## config.mk

```make
export PLATFORM = sky130hd
export DESIGN_NAME = tqvp_sample_player
export DESIGN_NICKNAME = d
export VERILOG_FILES = /design/src/rtl/tqvp_sample_player.sv
export SDC_FILE = /design/constraint.sdc
export NUM_CORES = 1
export LEC_CHECK = 0
export CAP_MARGIN = 5
export CORE_ASPECT_RATIO = 1.75
export CORE_UTILIZATION = 40
export DETAILED_ROUTE_END_ITERATION = 10
export GPL_ROUTABILITY_DRIVEN = 1
export HOLD_SLACK_MARGIN = 0.05
export SLEW_MARGIN = 40
export SYNTH_ARGS = -nofsm -noshare
export SYNTH_HDL_FRONTEND = slang
export SYNTH_SLANG_ARGS = --single-unit
```

## constraint.sdc

```tcl
create_clock -name clk -period 3.6 [get_ports clk]
set_input_delay 0.72 -clock clk [delete_from_list [all_inputs] [get_ports clk]]
set_output_delay 0.72 -clock clk [all_outputs]
set_load 0.01 [all_outputs]
```

## src/rtl/tqvp_sample_player.sv

```systemverilog
// tqvp_sample_player: TinyQV byte peripheral that plays CPU-supplied 8-bit
// samples out on uo_out at a programmable rate. Samples are queued in a small
// FIFO; an optional 2x interpolation mode inserts the midpoint between each
// pair of consecutive samples. Status flags allow the CPU to poll for room.
module tqvp_sample_player #(
  parameter int DEPTH = 8
) (
  input  logic       clk,
  input  logic       rst_n,
  input  logic [7:0] ui_in,
  output logic [7:0] uo_out,
  input  logic [3:0] address,
  input  logic       data_write,
  input  logic [7:0] data_in,
  output logic [7:0] data_out
);

  localparam int PW = (DEPTH > 1) ? $clog2(DEPTH) : 1;
  localparam int CW = $clog2(DEPTH + 1);

  // FIFO storage and bookkeeping
  logic [7:0]    fifo_mem [DEPTH];
  logic [PW-1:0] wr_ptr_reg;
  logic [PW-1:0] rd_ptr_reg;
  logic [CW-1:0] count_reg;

  // Playback state
  logic [7:0]  out_reg;
  logic [7:0]  last_reg;
  logic [7:0]  pend_reg;
  logic        phase_reg;

  // Control / status registers
  logic [15:0] div_reg;
  logic        en_reg;
  logic        interp_reg;
  logic        underflow_reg;
  logic        overflow_reg;
  logic [15:0] tick_cnt_reg;

  // Decoded bus strobes
  logic push_req;
  logic div_lo_wr;
  logic div_hi_wr;
  logic ctrl_wr;
  logic status_wr;
  logic flush;

  // Datapath helpers
  logic       tick;
  logic       fifo_empty;
  logic       fifo_full;
  logic       pop_slot;
  logic       pop;
  logic       push_ok;
  logic       underflow_set;
  logic       overflow_set;
  logic [7:0] head;
  logic [8:0] sum9;
  logic [7:0] mid;
  logic [3:0] count_field;

  // The input PMOD is not used by this block.
  logic unused_ok;
  assign unused_ok = &{1'b0, ui_in, 1'b0};

  assign push_req  = data_write && (address == 4'h0);
  assign div_lo_wr = data_write && (address == 4'h1);
  assign div_hi_wr = data_write && (address == 4'h2);
  assign ctrl_wr   = data_write && (address == 4'h3);
  assign status_wr = data_write && (address == 4'h4);
  assign flush     = ctrl_wr && data_in[2];

  assign fifo_empty = (count_reg == '0);
  assign fifo_full  = (count_reg == CW'(DEPTH));

  // A tick fires on the cycle the running counter has reached zero.
  assign tick = en_reg && (tick_cnt_reg == 16'h0000);

  // Ticks that want a new sample: every tick when not interpolating, only
  // the phase-0 ticks when interpolating (phase 1 replays PEND instead).
  assign pop_slot = tick && (!interp_reg || !phase_reg);
  assign pop      = pop_slot && !fifo_empty && !flush;

  // A full FIFO still accepts a push when a pop frees a slot in the same cycle.
  assign push_ok       = push_req && (!fifo_full || pop);
  assign overflow_set  = push_req && !push_ok;
  assign underflow_set = pop_slot && fifo_empty;

  assign head = fifo_mem[rd_ptr_reg];
  assign sum9 = {1'b0, last_reg} + {1'b0, head};
  assign mid  = sum9[8:1];

  assign count_field = 4'(count_reg);

  // Rate divider: held at DIV while disabled, counts down and reloads when enabled.
  always_ff @(posedge clk or negedge rst_n) begin
    if (!rst_n) begin
      tick_cnt_reg <= 16'h0000;
    end else if (!en_reg || (tick_cnt_reg == 16'h0000)) begin
      tick_cnt_reg <= div_reg;
    end else begin
      tick_cnt_reg <= tick_cnt_reg - 16'd1;
    end
  end

  // Sample storage write port; flushed pushes are discarded.
  always_ff @(posedge clk) begin
    if (push_ok && !flush) begin
      fifo_mem[wr_ptr_reg] <= data_in;
    end
  end

  // FIFO pointers and occupancy; flush wins over a concurrent push or pop.
  always_ff @(posedge clk or negedge rst_n) begin
    if (!rst_n) begin
      wr_ptr_reg <= '0;
      rd_ptr_reg <= '0;
      count_reg  <= '0;
    end else if (flush) begin
      wr_ptr_reg <= '0;
      rd_ptr_reg <= '0;
      count_reg  <= '0;
    end else begin
      if (push_ok) begin
        wr_ptr_reg <= wr_ptr_reg + PW'(1);
      end
      if (pop) begin
        rd_ptr_reg <= rd_ptr_reg + PW'(1);
      end
      if (push_ok && !pop) begin
        count_reg <= count_reg + CW'(1);
      end else if (pop && !push_ok) begin
        count_reg <= count_reg - CW'(1);
      end
    end
  end

  // Output sample update on each tick, direct or interpolated.
  always_ff @(posedge clk or negedge rst_n) begin
    if (!rst_n) begin
      out_reg  <= 8'h00;
      last_reg <= 8'h00;
      pend_reg <= 8'h00;
    end else if (tick) begin
      if (interp_reg && phase_reg) begin
        out_reg  <= pend_reg;
        last_reg <= pend_reg;
      end else if (pop) begin
        if (interp_reg) begin
          out_reg  <= mid;
          pend_reg <= head;
        end else begin
          out_reg  <= head;
          last_reg <= head;
        end
      end
    end
  end

  // Interpolation phase: 0 = next tick emits a midpoint, 1 = next tick emits PEND.
  always_ff @(posedge clk or negedge rst_n) begin
    if (!rst_n) begin
      phase_reg <= 1'b0;
    end else if (flush) begin
      phase_reg <= 1'b0;
    end else if (tick && interp_reg) begin
      if (phase_reg) begin
        phase_reg <= 1'b0;
      end else if (pop) begin
        phase_reg <= 1'b1;
      end
    end
  end

  // CPU-writable control registers.
  always_ff @(posedge clk or negedge rst_n) begin
    if (!rst_n) begin
      div_reg    <= 16'h0000;
      en_reg     <= 1'b0;
      interp_reg <= 1'b0;
    end else begin
      if (div_lo_wr) begin
        div_reg[7:0] <= data_in;
      end
      if (div_hi_wr) begin
        div_reg[15:8] <= data_in;
      end
      if (ctrl_wr) begin
        en_reg     <= data_in[0];
        interp_reg <= data_in[1];
      end
    end
  end

  // Sticky error flags; a new event in the clearing cycle keeps the flag set.
  always_ff @(posedge clk or negedge rst_n) begin
    if (!rst_n) begin
      underflow_reg <= 1'b0;
      overflow_reg  <= 1'b0;
    end else begin
      if (underflow_set) begin
        underflow_reg <= 1'b1;
      end else if (status_wr && data_in[2]) begin
        underflow_reg <= 1'b0;
      end
      if (overflow_set) begin
        overflow_reg <= 1'b1;
      end else if (status_wr && data_in[3]) begin
        overflow_reg <= 1'b0;
      end
    end
  end

  // Register read mux, combinational from address.
  always_comb begin
    data_out = 8'h00;
    case (address)
      4'h0:    data_out = out_reg;
      4'h1:    data_out = div_reg[7:0];
      4'h2:    data_out = div_reg[15:8];
      4'h3:    data_out = {6'b000000, interp_reg, en_reg};
      4'h4:    data_out = {count_field, overflow_reg, underflow_reg, fifo_full, fifo_empty};
      default: data_out = 8'h00;
    endcase
  end

  assign uo_out = out_reg;

endmodule

```

======== Word level (Yosys, flattened, before mapping) ========
Memories as Yosys holds them, arrays and structs flattened.
Cells that the tools add are included.
W data, S select, Z words.
storage, ports and cells
  bits in writable memories ............... 64
  bits of input ports ..................... 23
  flip-flop bits (word level) ............. 71
  logic and storage cells ................. 97
  memories kept ........................... 1
  output and inout port bits .............. 16
memory list
  memory    words  bits a word  read ports  clocked after Yosys merged registers in  wr ports  line  RTL
  fifo_mem  8      8            1           0                                        1         22    logic [7:0] fifo_mem [DEPTH];
cells by class
  bitwise gates (word level) .............. 1
  eq/ne operators ......................... 6
  add/sub/neg operators ................... 6
  reductions and logical operators ........ 44
  muxes and demuxes ....................... 25
operators by type and width
  cell                     count
  $mux W8                  6
  $pmux W8 S5              1
  $logic_and A1 B1 Y1      20
  $logic_not A16 Y1        1
  $mux W16                 1
  $sub A16 B1 Y16 const B  1
  $mux W3                  4
  $mux W4                  3
  $reduce_bool A2 Y1       6
  $mux W1                  10
  $add A8 B8 Y9            1
  $eq A4 B2 Y1 const B     2
  $logic_not A1 Y1         8
  $logic_not A4 Y1         2
  $add A3 B1 Y3 const B    2
  $add A4 B1 Y4 const B    1
  $eq A4 B1 Y1 const B     1
  $eq A4 B3 Y1 const B     1
  $eq A4 B4 Y1 const B     1
  $reduce_and A4 Y1        1
  $sub A4 B1 Y4 const B    1
  $logic_or A1 B1 Y1       3
  $reduce_and A3 Y1        1
  $reduce_bool A3 Y1       1
  other kinds (3)          3

======== Depth between registers and ports, before layout ========
  depth after elaboration ................. 12
  gate-level depth with buffers ........... 14

======== Worst setup path before layout ========
Ideal clock, no wire load.
  path type ............................... register to register
  start ................................... reg rd_ptr_reg[0]
  end ..................................... reg out_reg[5], in the netlist uo_out[5]
  cell stages (with the launch flop) ...... 13
  setup slack ............................. 309 ps
  arrival time ............................ 3226 ps
  period minus slack after synthesis ...... 3291 ps
  library setup time ...................... 65 ps
  buffers on the path ..................... 2
  required time ........................... 3535 ps
  cells stage by stage .................... dfrtp_1 > buf_2 > buf_2 > mux4_2 > mux2i_1 > inv_1 > ha_1 > nor2b_1 > o21ai_0 > a21oi_1 > mux2_2 > a221oi_1 > mux2_2
on the way
  word-level cells in the longest chain between the ends .. 5
RTL lines
  item                    line  RTL
  start, declared         24    logic [PW-1:0] rd_ptr_reg;
  start signal, assigned  129   rd_ptr_reg <= rd_ptr_reg + PW'(1);
  $mem_v2 Z8 W8           -
  named net head[2]       58    logic [7:0] head;
  $add A8 B8 Y9           91    assign sum9 = {1'b0, last_reg} + {1'b0, head};
  $mux W8                 150   if (interp_reg) begin
  $mux W8                 149   end else if (pop) begin
  $mux W8                 146   if (interp_reg && phase_reg) begin
  end signal, assigned    147   out_reg <= pend_reg;
  end signal, assigned    151   out_reg <= mid;
  end, declared           28    logic [7:0] out_reg;
The timed path passes the listed nets, and every way through them passes these cells. The select of a mux whose other input is x is not followed.
A chain may end at the register's enable or synchronous reset.

======== Final worst setup path ========
  start ................................... in address[0]
  end ..................................... out data_out[1]
on the way
  word-level cells in the longest chain between the ends .. 2
  elaborated cells on any way between the ends .. 6
  those cells by class .................... eq/ne: 4; mux: 1; reduce/logical: 1
RTL lines
  item                                        line  RTL
  start, declared                             12    input logic [3:0] address,
  $eq A4 B3 Y1, or another cell as far along  218   case (address)
  $pmux W8 S5 (*)                             218
  end, declared                               15    output logic [7:0] data_out
Every way passes the cells marked *; elsewhere a longest branch is shown, timed or not.

==> metrics <==
Tot Pwr 5.73 mW; # clock sinks 135; Ant. Diodes 0; final hold slack 0.285 ns; Startpoint Class primary input; largest net degree at the start of global routing 72; max cap viols 0; Tmin final 3.42 ns; initial antenna violation count 0; Post-Syn Area 6680 sq um; Peak VDD IR 0.284 mV; synth top area cells edfxtp_1 29%, dfrtp_1 27%, mux4_2 5.4%; nets 668; vias in the first global route 5,048; status complete, no violations; critical path class in -> out; DP Wirelength 12,100 um; most numerous cell in the Yosys netlist dfrtp_1; htree depth 4; cell row count 62; Routed WL 16,600 um; flop2flop setup slack 0.25 ns; total number of vias 4,784; initial drt markers 286; Boundary Pins 39; Seq cells post-synth 135; HP Class in -> async; number of port buffers 30; GRT Total Usage 0.209; Overflow after GRT 0; Worst Path Required 2.88 ns; worst skew pair latency 0.42 ns; Synth top cells by count 71 x dfrtp_1, 64 x edfxtp_1, 58 x nand2_1, 49 x o21ai_0, 35 x nor2_1; post-place setup slack 0.0281 ns; number of flops mapped to enable cells by yosys 64; actual slew at the worst max-slew pin 0.720 ns; Syn Nets 596; Most used DFF post-synth dfrtp_1; DRC Markers 0; Setup Skew 0.0107 ns; Die ar. 17,300 sq um; area leader, netlist edfxtp_1; Starting Density 0.408; Cells after Synth 558; FF-to-FF Start rd_ptr_reg[0]; Slew HR 0.520; max reg flops 64; fill cell count 1,489; final hold viol count 0; Leakage 3.17 nW; CP Capture Type output pin; vias per cell 5.52; Synth warnings 0; worst flop-to-flop path endpoint uo_out[5]; WL/cell 19.2 um; Pre-antenna DRT Iters 8; critical path arrival 2.70 ns; RSZ-0062 raised after global routing no; CTS Buf Count 17; post-route ant nets 0; first-pass GRT wire length 27,200 um; Die Ht 173 um; final worst path period share 0.950; Synth-to-Final Area Change 21.3%; TritonCTS clock tree yes; core footprint 16,400 sq um; DP Cell Count 835; max-slew violations 0; sequential fraction of the synthesis area 0.553; Die X 99.7 um; Setup Buffers After CTS 0; Post-synth ARST share 0.526; Final WS setup 0.178 ns; Max Clock Freq 292 MHz; Post-Syn Area per Cell 12.0 sq um; worst-path maximum fanout 13; Final GP Congestion 0.841; post-synth top area share 0.288; R2R cell count 12; proportion of layout cells with a drive suffix above 1 0.213; Max clock buf depth 2; setup TNS 0 ns; CTS root buffer clkbuf_16; P per Cell Area 706 nW/um^2; Final Non-Filler Cells 867; clock-pin slew on the worst setup and hold paths 0.06 ns; Final setup viols 0; synth unique cells 63
[cell type report]
cell class / instances / area [sq um] / share of cell area
sequential: 135 / 3700 / 0.456
clock buffer: 17 / 425 / 0.0525
clock inverter: 15 / 141 / 0.0174
inverter: 16 / 60.1 / 0.00741
tap: 224 / 280 / 0.0346
timing repair buffer: 78 / 674 / 0.0832
multi-input combinational: 382 / 2830 / 0.349
[how the worst max path moves through the flow]
stage	startpoint	endpoint	slack (ns)
6_report	address[0]	data_out[1]	0.18
5_1_grt	rd_ptr_reg[0]	uo_out[5]	0.008
4_1_cts	rd_ptr_reg[0]	uo_out[6]	0.03
3_5_place_dp	address[3]	count_field[3]	0.03
3_3_place_gp	address[3]	count_field[3]	0.07
2_1_floorplan	rd_ptr_reg[0]	uo_out[5]	0.31
[routing by layer]
layer	wire length (um)	up-vias	track usage
met5	0	-	0
met4	690	0	0.105
met3	484	37	0.0356
met2	8870	128	0.366
met1	6600	2372	0.242
li1	-	2247	-
[stage by stage]
stage          area (sq um)   util
2_1_floorplan          6680      -
3_3_place_gp           7520  0.459
3_5_place_dp           7520  0.460
4_1_cts                8090  0.494
5_1_grt                8110  0.495
6_report               8110  0.495
[cells in the final DEF (no fill, tap or decap), drive strengths merged, types with 12 or more instances in the layout]
cell and n:
mux2i 13, buf 49, clkbuf 17, nor2 36
mux4 16, ha 13, nand2 58, dfrtp 71
a21oi 22, inv 23, nor3 14, mux2 28
xnor2 12, edfxtp 64, o21ai 49, clkdlybuf4s50 29
[power by group]
part	switching, mW	internal (mW)	total (mW)
combinational	0.990	0.903	1.89
clock	0.715	0.964	1.68
sequential	0.297	1.86	2.15
[worst max-delay path, stage by stage]
cell             delay (ns)
clkdlybuf4s50_1        0.52
buf_12                 0.16
mux4_2                 0.54
a22o_1                 0.27
clkdlybuf4s50_1        0.48
[cell families (layout without fill, tap and decap cells)]
logic type | count (synthesis) | in the layout | share of synthesized area
buf+inv | 41 | 126 | 0.0262
mux | 57 | 57 | 0.121
xor+xnor | 17 | 17 | 0.0223
simple gates | 167 | 167 | 0.125
compound gates | 126 | 126 | 0.122
flops | 135 | 135 | 0.553
fa+ha+maj | 15 | 15 | 0.0303
[timing repair]
item	CTS	global route
hold buffers	0	0
gates resized for setup	0	4
endpoints found under the setup margin	0	4
(Power assumes the default switching activity.)
